**config.mk**
```make
export PLATFORM = sky130hd
export DESIGN_NAME = updown_counter_param
export DESIGN_NICKNAME = d
export VERILOG_FILES = /design/src/rtl/updown_counter_param.sv
export SDC_FILE = /design/constraint.sdc
export NUM_CORES = 1
export LEC_CHECK = 0
export CORE_MARGIN = 2
export CORE_UTILIZATION = 30
export DETAILED_ROUTE_END_ITERATION = 6
export HOLD_SLACK_MARGIN = 0.12
export PLACE_DENSITY_LB_ADDON = 0.1
export SYNTH_ARGS = -nofsm -noshare
export SYNTH_HDL_FRONTEND = slang
export SYNTH_SLANG_ARGS = --single-unit
```
**constraint.sdc**
```tcl
create_clock -name clk -period 3 [get_ports clk]
set_input_delay 0.3 -clock clk [delete_from_list [all_inputs] [get_ports clk]]
set_output_delay 0.3 -clock clk [all_outputs]
set_load 0.05 [all_outputs]
```
**src/rtl/updown_counter_param.sv**
```systemverilog
// Modulo-MODULUS up/down counter with parallel load, wrap/saturate/one-shot
// boundary modes, a combinational terminal-count flag and registered wrap/done flags.
module updown_counter_param #(
  parameter int WIDTH   = 4,
  parameter int MODULUS = 16
) (
  input  logic             clk,
  input  logic             reset,
  input  logic             en,
  input  logic             up_dn,
  input  logic [1:0]       mode,
  input  logic             load,
  input  logic [WIDTH-1:0] load_val,
  output logic [WIDTH-1:0] q,
  output logic             tc,
  output logic             wrap,
  output logic             done
);

  typedef enum logic [1:0] {
    MODE_WRAP     = 2'b00,
    MODE_SAT      = 2'b01,
    MODE_ONESHOT  = 2'b10,
    MODE_RESERVED = 2'b11
  } mode_t;

  // Compared in WIDTH+1 bits so MODULUS == 2**WIDTH does not overflow.
  localparam logic [WIDTH:0]   MAX_EXT = (WIDTH+1)'(MODULUS - 1);
  localparam logic [WIDTH-1:0] MAX_Q   = WIDTH'(MODULUS - 1);

  logic [WIDTH-1:0] q_nxt;
  logic             wrap_nxt;
  logic             done_nxt;
  logic [WIDTH:0]   load_ext;
  mode_t            mode_e;

  assign load_ext = {1'b0, load_val};
  assign mode_e   = mode_t'(mode);
  assign tc       = up_dn ? (q == MAX_Q) : (q == '0);

  always_comb begin
    q_nxt    = q;
    wrap_nxt = 1'b0;
    done_nxt = done;
    if (load) begin
      q_nxt    = (load_ext > MAX_EXT) ? MAX_Q : load_val;
      done_nxt = 1'b0;
    end else if (en && !done) begin
      if (tc) begin
        case (mode_e)
          MODE_SAT:     q_nxt = q;
          MODE_ONESHOT: done_nxt = 1'b1;
          default: begin
            // MODE_WRAP and MODE_RESERVED both wrap around the range.
            q_nxt    = up_dn ? '0 : MAX_Q;
            wrap_nxt = 1'b1;
          end
        endcase
      end else begin
        q_nxt = up_dn ? (q + WIDTH'(1)) : (q - WIDTH'(1));
      end
    end
  end

  always_ff @(posedge clk) begin
    if (!reset) begin
      q    <= '0;
      wrap <= 1'b0;
      done <= 1'b0;
    end else begin
      q    <= q_nxt;
      wrap <= wrap_nxt;
      done <= done_nxt;
    end
  end

endmodule
```
-- Yosys cells after proc, flatten, opt, wreduce, memory -nomap -nowiden
Cells that the tools add are included.
- register bits: 6
- bits of input ports: 11
- $add $sub $neg: 2
- magnitude comparators: 1
- equal/unequal tests: 4
- mux-type cells: 9
- bitwise logic cells: 3
- reduce and logical (&&, ||, !) cells: 9
- operators by type and width (cell ; count):
    4-bit 2-to-1 mux ; 7
    4-bit by 1-bit adder with 4-bit output, second input constant ; 1
    4-bit equality test, second input constant ; 1
    4-bit greater-than comparator, second input constant ; 1
    4-bit zero test ; 1
    2-bit OR reduction ; 2
    4-bit OR reduction ; 1
    4-bit by 1-bit subtractor with 4-bit output, second input constant ; 1
    3-bit != test, second input constant ; 1
    1-bit inverter ; 3
    3-bit AND reduction ; 1
    2-bit by 1-bit equality test with 1-bit output, second input constant ; 1
    2-bit equality test, second input constant ; 1
    1-bit 2-to-1 mux ; 2
    2-bit AND reduction ; 1
    2-bit nonzero test ; 1
    1-bit logical AND ; 1
    1-bit zero test ; 1

-- Longest topological paths before layout
- depth in word-level cells: 6
- mapped depth: 7

-- Worst setup path after synthesis
No wires, ideal clock.
- kind: reg-to-reg
- start: register q[1]
- end: register q[3]
- arrival time: 1.735 ns
- slack: 1.143 ns
- stages on the path, launching flop included: 7
- path buffers: 0
- cell sequence: dfxtp_1 > ha_1 > a21o_1 > a21oi_1 > xnor2_1 > a211oi_1 > o21ai_1
- word-level cells in the longest chain between the ends: 5
- elaborated cells on any way between the ends: 11
- those cells by class: add/sub: 2; eq/ne: 2; mux: 5; reduce/logical: 2
- RTL lines (item ; RTL line ; RTL):
    start, declared ; 14 ; output logic [WIDTH-1:0] q,
    start signal, assigned ; 71 ; q <= q_nxt;
    4-bit by 1-bit subtractor with 4-bit output, or another cell as far along ; 60 ; q_nxt = up_dn ? (q + WIDTH'(1)) : (q - WIDTH'(1));
    4-bit 2-to-1 mux or 1-bit 2-to-1 mux (tied branches) ; 60, 39 ;
    4-bit 2-to-1 mux ; 49 ; if (tc) begin
    4-bit 2-to-1 mux ; 48 ; end else if (en && !done) begin
    4-bit 2-to-1 mux ; 45 ; if (load) begin
Several ways; a longest one is shown, not always the timed one. The select of a mux whose other input is x is not followed.
A chain may end at the register's enable or synchronous reset.

-- Worst setup path in the final report
- start: input up_dn
- end: output tc
- word-level cells in the longest chain between the ends: 1
- RTL lines (item ; RTL line ; RTL):
    start, declared ; 10 ; input logic up_dn,
    1-bit 2-to-1 mux ; 39 ; assign tc = up_dn ? (q == MAX_Q) : (q == '0);
    end, declared ; 15 ; output logic tc,
Every way passes these cells.

==> impl_metrics.yaml <==
placed_design:
  dp.cells: 89
  io_buffer_count: 17
  routabilityCongestion: 0.724
  dp_hpwl_um: 872
cells_and_area:
  seq_area_um2: 120
  area_growth_pct: 44.2
  drive_above_1_share_pct: 9.21
  final_cell_count_no_fill: 92
  final_common_cell: "clkdlybuf4s50_1"
  multi_input_area_um2: 347
  nets: 93
  post-route-util_pct: 46.1
  n_fill_cell: 157
  final_cell_mix: "clkdlybuf4s50_1 (17), o21ai_0 (6), dfxtp_1 (6)"
  num_antenna_cells: 0
sta:
  final_hold_viol_count: 0
  finClkSkew_ns: 0.00154
  relSlewSlack_pct: 66.9
  finalCritPeriodShare_pct: 80.8
  setup_tns_ns: 0
  worst_pin_slew_ns: 0.495
  rsz0062_at_grt: "false"
  finalMaxSlewViolations: 0
  finalSetupViolCount: 0
  min_period_ns: 2.42
  max_freq_ghz: 0.413
  whs_ns: 0.528
floorplan:
  dieArea_um2: 1940
  pin_count: 18
  initial_core_util_pct: 32.0
  die_h_um: 44.1
  row_count: 14
  die_w_um: 44.1
  coreArea_um2: 1510
setup_path:
  cp.required_ns: 2.70
  crit_type: "in -> out"
  startpoint_type: "primary input"
  path_max_fanout: 6
  end_kind: "output pin"
  crit_arrival_ns: 2.12
synthesis:
  ys_ff_latch: 6
  syn_avg_cell_area_um2: 8.60
  yosys.area.top_type: "dfxtp_1"
  netlist.area_leader.share_pct: 24.9
  synth.distinct_cells: 26
  synth_area_um2: 482
  ys_seq_area_share_pct: 24.9
  synth.net_count: 71
  synth.area.top_cells: "dfxtp_1 (25%), ha_1 (7.8%), o21ai_0 (6.2%)"
  synth_cells: 56
  yosys_warnings: 0
clock_tree:
  ctsHtreeMaxLevel: 1
  cts_hold_buf: 0
  post_cts_buffers: 0
  cts-buffers-inserted: 3
  clock_sinks: 6
  clkTransAtPathRegs_ns: 0.05
  post_cts_resize_count: 0
  clk_path_buf_depth: 2
  cts_tree: "built"
  clk_latency_ns: 0.25
  root_buffer: "clkbuf_4"
power_and_ir_drop:
  power_switching_uw: 113
  clock_power_share_pct: 27.0
  leakage_nw: 0.274
  intPower_uw: 184
  finalPower_uw: 297
  peakVddDrop_uv: 202
  p_per_area_nw_per_um2: 428
  pwr-share-seq_pct: 33.6
  swShare_pct: 37.9
  share_comb_of_total_power_pct: 39.4
global_route:
  antenna_found_initial: 0
  grt_usage_pct: 13.2
  grt-ovfl-total: 0
  grt_pass1_vias: 417
  grt_max_degree: 9
  grt_pass1_wl_um: 1860
routing:
  dr_total_vias: 460
  wire_per_inst_um: 12.0
  drtPass1Iterations: 4
  routed_wl_um: 1110
  drt_iter0_drc: 4
  viasPerCell: 5.00
  drc: 0
  antenna_left: 0
worst_hold_path:
  min_path_type: "reg -> reg"
status:
  outcome: "completed"
flow_run:
  cap_violations: 0
-- cells in the mapped netlist --
cell	n
a2111oi_0	1
a211o_1	1
a211oi_1	3
a211oi_4	1
a21o_1	1
a21oi_1	2
a31oi_1	2
and2_1	1
and2_4	1
and4_1	1
dfxtp_1	6
fa_1	1
ha_1	3
inv_1	4
nand2_1	3
nand2b_1	1
nand4_4	1
nor2_1	3
nor2b_1	1
nor3_1	4
nor3_2	1
o211ai_1	2
o21ai_0	6
o21ai_1	1
or3_1	2
xnor2_1	3
-- final cells by class --
class,instances,area share [%]
tap,16,2.88
clock buffer,3,3.24
inverter,4,2.16
multi-input combinational,46,49.9
sequential,6,17.3
timing repair buffer,17,24.5
-- kinds of logic after synthesis --
group | synth area share, %
fa+ha+maj | 11.9
xor+xnor | 5.46
compound gates | 29.1
buf+inv | 3.12
simple gates | 25.5
flops | 24.9
-- worst max-delay path, cell delays in order --
cell	delay (ns)
clkdlybuf4s50_1	0.55
and2_4	0.19
nand4_4	0.15
nand2_1	0.13
clkdlybuf4s50_1	0.80
-- final timing paths --
path,cells past startpoint,to,slack (ns),from
worst max-delay path,5,tc,0.58,up_dn
worst min-delay path,2,done,0.53,done
worst max register to register,4,q[1],1.39,q[0]
worst min register to register,2,done,0.53,done
-- state kept, by name (all words and copies together) (netlist names) --
name / flops
done: 1
q: 4
wrap: 1
-- metal layers --
metal / part of all wire (%) / vias up / track usage [%] / routed length, um
met5: 0 / - / 0 / 0
met3: 6.1 / 0 / 6.12 / 67
met1: 52 / 195 / 18.9 / 578
met4: 0 / 0 / 3.64 / 0
met2: 42 / 11 / 17.6 / 460
li1: - / 254 / - / -
-- per-stage QoR --
stage / setup WS (ns) / cell area [um2]
after floorplan: 1.14 / 482
after global placement: 0.590 / 672
after detailed placement: 0.568 / 672
after CTS: 0.565 / 694
after global routing: 0.517 / 694
final: 0.577 / 694
-- power groups by stage --
stage	clock [mW]	combinational [mW]	sequential, mW
2_1_floorplan	0	0.0568	0.120
3_3_place_gp	0	0.118	0.102
3_5_place_dp	0	0.118	0.102
4_1_cts	0.0823	0.118	0.100
5_1_grt	0.0871	0.128	0.102
6_report	0.0804	0.117	0.0998
Note: power is estimated with default switching activity, not from simulation.
